[config.mk]
export PLATFORM = sky130hd
export DESIGN_NAME = acc_cpu_sequencer
export DESIGN_NICKNAME = d
export VERILOG_FILES = /design/src/rtl/acc_cpu_sequencer.sv
export SDC_FILE = /design/constraint.sdc
export NUM_CORES = 1
export LEC_CHECK = 0
export ABC_AREA = 0
export CORE_MARGIN = 8
export CORE_UTILIZATION = 49
export CTS_CLUSTER_SIZE = 24
export DETAILED_ROUTE_END_ITERATION = 8
export GPL_TIMING_DRIVEN = 1
export PLACE_DENSITY_LB_ADDON = 0.3
export REMOVE_ABC_BUFFERS = 1
export SLEW_MARGIN = 30
export SYNTH_ARGS = -nofsm -noshare
export SYNTH_HDL_FRONTEND = slang
export SYNTH_SLANG_ARGS = --single-unit
[constraint.sdc]
create_clock -name clk -period 2.2 [get_ports clk]
set_input_delay 0.44 -clock clk [delete_from_list [all_inputs] [get_ports clk]]
set_output_delay 0.44 -clock clk [all_outputs]
set_load 0.02 [all_outputs]
[src/rtl/acc_cpu_sequencer.sv]
// acc_cpu_sequencer: fetch/decode/execute sequencer for an 8-bit accumulator CPU
// driving a 16x8 synchronous memory (registered read data, one-cycle strobes).
module acc_cpu_sequencer #(
    parameter int ADDR_W = 4,
    parameter int DATA_W = 8
) (
    input  logic              clk,
    input  logic              rst_n,
    input  logic              run,
    output logic              mem_r,
    output logic              mem_w,
    output logic [ADDR_W-1:0] mem_addr,
    output logic [DATA_W-1:0] mem_wdata,
    input  logic [DATA_W-1:0] mem_rdata,
    output logic [DATA_W-1:0] ac,
    output logic [ADDR_W-1:0] pc,
    output logic              carry,
    output logic              halted
);
    typedef enum logic [2:0] {S_IDLE, S_FETCH, S_FWAIT, S_EXEC, S_MWAIT, S_HALT} state_t;

    state_t            state_q, state_d;
    logic [ADDR_W-1:0] pc_q, pc_d;
    logic [DATA_W-1:0] ir_q, ir_d, ac_q, ac_d;
    logic              carry_q, carry_d, halted_q, halted_d;
    logic [1:0]        op, sub;
    logic [ADDR_W-1:0] opa;

    assign op  = ir_q[DATA_W-1:DATA_W-2];
    assign sub = ir_q[DATA_W-3:DATA_W-4];
    assign opa = ir_q[ADDR_W-1:0];

    always_ff @(posedge clk or negedge rst_n) begin
        if (!rst_n) begin
            state_q  <= S_IDLE;
            pc_q     <= '0;
            ir_q     <= '0;
            ac_q     <= '0;
            carry_q  <= 1'b0;
            halted_q <= 1'b0;
        end else begin
            state_q  <= state_d;
            pc_q     <= pc_d;
            ir_q     <= ir_d;
            ac_q     <= ac_d;
            carry_q  <= carry_d;
            halted_q <= halted_d;
        end
    end

    // Memory strobes depend only on state/ir/pc/ac, never on mem_rdata.
    always_comb begin
        state_d   = state_q;
        pc_d      = pc_q;
        ir_d      = ir_q;
        ac_d      = ac_q;
        carry_d   = carry_q;
        halted_d  = halted_q;
        mem_r     = 1'b0;
        mem_w     = 1'b0;
        mem_addr  = '0;
        mem_wdata = '0;
        unique case (state_q)
            S_IDLE:  state_d = run ? S_FETCH : S_IDLE;
            S_FETCH: begin
                mem_r    = 1'b1;
                mem_addr = pc_q;
                state_d  = S_FWAIT;
            end
            S_FWAIT: begin
                ir_d    = mem_rdata;
                pc_d    = pc_q + 1'b1;
                state_d = S_EXEC;
            end
            S_EXEC: begin
                state_d = S_FETCH;
                if (!op[1]) begin
                    mem_r    = 1'b1;
                    mem_addr = opa;
                    state_d  = S_MWAIT;
                end else if (op == 2'b10) begin
                    mem_w     = 1'b1;
                    mem_addr  = opa;
                    mem_wdata = ac_q;
                end else if (sub == 2'b00) begin
                    pc_d = opa;
                end else if (sub == 2'b11) begin
                    halted_d = 1'b1;
                    state_d  = S_HALT;
                end
            end
            S_MWAIT: begin
                if (op[0]) ac_d = mem_rdata;
                else {carry_d, ac_d} = {1'b0, ac_q} + {1'b0, mem_rdata};
                state_d = S_FETCH;
            end
            S_HALT:  state_d = S_HALT;
            default: state_d = S_IDLE;
        endcase
    end

    assign ac     = ac_q;
    assign pc     = pc_q;
    assign carry  = carry_q;
    assign halted = halted_q;
endmodule
==> results of run 1 <==
==> synth_stat cells (all sizes together) (2+ instances only) <==
library cell / number
a211oi: 5
a21o: 4
a21oi: 11
a22o: 4
and2: 8
and3: 2
buf: 3
clkbuf: 4
dfrtp: 25
ha: 9
inv: 4
mux2: 7
mux2i: 6
nand2: 15
nand2b: 2
nand3: 7
nand4: 3
nor2: 7
nor3: 6
nor3b: 3
o21a: 2
o21ai: 16
o21bai: 4
or2: 2
==> power breakdown <==
part / internal (mW) / total (mW) / switching, mW
combinational: 1.08 / 2.26 / 1.17
sequential: 0.695 / 0.932 / 0.238
clock: 0.0694 / 0.214 / 0.144
total: 1.85 / 3.40 / 1.56
==> stage by stage <==
| stage | total power [mW] | hold slack [ns] | utilization | area [µm²] |
|---|---|---|---|---|
| global placement | 3.10 | 0.451 | 0.716 | 2200 |
| floorplan | 2.25 | 0.144 | - | 1570 |
| global route | 3.66 | 0.490 | 0.715 | 2200 |
| CTS | 3.40 | 0.467 | 0.726 | 2230 |
| detailed placement | 3.22 | 0.483 | 0.716 | 2200 |
| finish | 3.40 | 0.460 | 0.715 | 2200 |
==> registers in the layout, summed over array words and instances, names as in the netlist <==
register  count
ac            8
ir_q          8
pc            4
state_q       3
carry         1
halted        1
==> cells by family (layout without fill, tap and decap cells) <==
logic type | Yosys count | count (layout) | synth area share
AND/OR/NAND/NOR | 58 | 58 | 0.195
AO/OA/AOI/OAI | 50 | 50 | 0.211
flip-flops | 25 | 25 | 0.389
multiplexers | 13 | 13 | 0.0865
buffers and inverters | 11 | 72 | 0.0296
adder cells (fa/ha/maj) | 10 | 10 | 0.0826
XOR/XNOR | 1 | 1 | 0.00545
==> layout make-up <==
cell class	instances	area share
Multi-Input combinational cell	132	0.430
Sequential cell	25	0.284
Timing Repair Buffer	64	0.240
Tap cell	44	0.0250
Clock buffer	3	0.0102
Inverter	4	0.00682
Clock inverter	1	0.00341
==> what timing repair did <==
| action | CTS | global route |
|---|---|---|
| hold endpoints to repair | 0 | 0 |
| endpoints found under the setup margin | 16 | 10 |
| resized for setup | 23 | 11 |
| pin swaps | 0 | 1 |
==> metal layers <==
metal | up-vias | GRT usage | routed length [µm]
li1 | 733 | - | -
met3 | 2 | 0.0476 | 256
met2 | 32 | 0.317 | 2190
met5 | - | 0 | 0
met1 | 724 | 0.179 | 1790
met4 | 0 | 0.0378 | 22
==> worst paths after layout <==
check / from / endpoint / cells past startpoint
max: mem_rdata[0] / ac[6] / 8
min: rst_n / ir_q[3] / 2
max reg2reg: ac[0] / ac[6] / 7
min reg2reg: halted / halted / 2
max in group asynchronous: rst_n / ac[0] / 2
min in group clk: halted / halted / 2
==> results_dict.tcl, run 1 <==
set metrics [dict create \
    status "finished clean" \
    first_iter_violations 63 \
    worstMarginPinSlew_ns 0.363 \
    gr-usage-all-layers 0.168 \
    pwr_density_cell_mw_per_mm2 1550 \
    die_h_um 73.3 \
    cts_root_buffer "clkbuf_4" \
    h-tree-depth 1 \
    cts_buffer_depth 2 \
    synthDistinctLibCells 38 \
    rows 20 \
    worst-path-buf-inv 1 \
    drv_cap 0 \
    rsz0062_at_grt "no" \
    pre_cts_ws_ns -0.409 \
    grt_first_pass_wirelength_um 7260 \
    syn_area_per_cell_um2 9.56 \
    slew_headroom 0.757 \
    initial_core_util 0.522 \
    fp.coreArea_mm2 0.00308 \
    grt_max_degree 26 \
    synth_seq_area_share 0.389 \
    synth.largest_area_cell "dfrtp_1" \
    cts_tree "built" \
    final_cells 273 \
    grt_pass1_vias 1602 \
    post-dp-hpwl_um 3350 \
    final_nets 251 \
    ant_nets 0 \
    cp_top_family "adder cells" \
    fin_ws_ns 0.0778 \
    clock-sinks 25 \
    drive_gt1_frac 0.236 \
    cts_setup_buffers 0 \
    p_leak_nw 1.05 \
    path_clk_slew_ns 0.15 \
    diodes 0 \
    place_inst 269 \
    synth_area_leaders "dfrtp_1, ha_1, mux2_2" \
    syn_area_mm2 0.00161 \
    synthCells 168 \
    ctsHoldBuffers 0 \
    drt_first_pass_iters 6 \
    cp_cell_sequence "clkdlybuf4s50_1, ha_1, fa_1, a211oi_2, o21bai_1, a21oi_2, mux2i_1, nand3_1" \
    multiInputGateArea_um2 947 \
    critPathArrivalTime_ns 2.35 \
    grt-ovfl-total 0 \
    ys_warn_count 0 \
    ioPinCount 39 \
    maxClockFrequency_ghz 0.471 \
    finalCritPeriodShare 0.965 \
    antenna_found_initial 0 \
    clock_latency_ns 0.32 \
    synth_edf_count 0 \
    cts_made_buffers 3 \
    slew_violations 0 \
    async_reset_ff_frac 1.00 \
    layout_commonest_cell "buf_4" \
    synthDominantCellAreaShare 0.389 \
    fin_crit_ns 2.12 \
    critical-path-max-stage-delay_ns 0.43 \
    fin_worst_skew_ns 0.00785 \
    die_x_um 73.3 \
    finalSetupTns_ns 0 \
    syn_to_final_growth_pct 37.0 \
    cp-start-kind "primary input" \
    vias 1491 \
    ys.flop_type "dfrtp_1" \
    end_kind "flip-flop" \
    finalSetupViolCount 0 \
    io_buffers 38 \
    worstHoldPathType "primary input to async pin" \
    viasPerCell 5.46 \
    worst-setup-path-type "primary input to flip-flop" \
    synth_seq_cells 25 \
    gp_congestion 0.844 \
    vdd_ir_drop_max_mv 0.723 \
    layout_common_cells "buf_4, dfrtp_1, clkdlybuf4s50_1, nand2_1, o21ai_0" \
    crit_required_ns 2.42 \
    dieArea_mm2 0.00537 \
    r2r_slack_ns 0.21 \
    cp_max_fo 2 \
    slowest_stage "clkdlybuf4s50_1" \
    wire_per_inst_um 15.6 \
    drc 0 \
    regArea_um2 626 \
    routed_wl_um 4250 \
    hold_viol_final 0 \
    fill_cells 246 \
]
Note: power is estimated with default switching activity, not from simulation.
==> run 2: changes to the inputs <==
--- a/config.mk
+++ b/config.mk
@@ -13,7 +13,7 @@
 export GPL_TIMING_DRIVEN = 1
 export PLACE_DENSITY_LB_ADDON = 0.3
 export REMOVE_ABC_BUFFERS = 1
-export SLEW_MARGIN = 30
+export SLEW_MARGIN = 10
 export SYNTH_ARGS = -nofsm -noshare
 export SYNTH_HDL_FRONTEND = slang
 export SYNTH_SLANG_ARGS = --single-unit
==> results of run 2 <==
No change in the layout: final DEF, timing and power equal those of run 1.
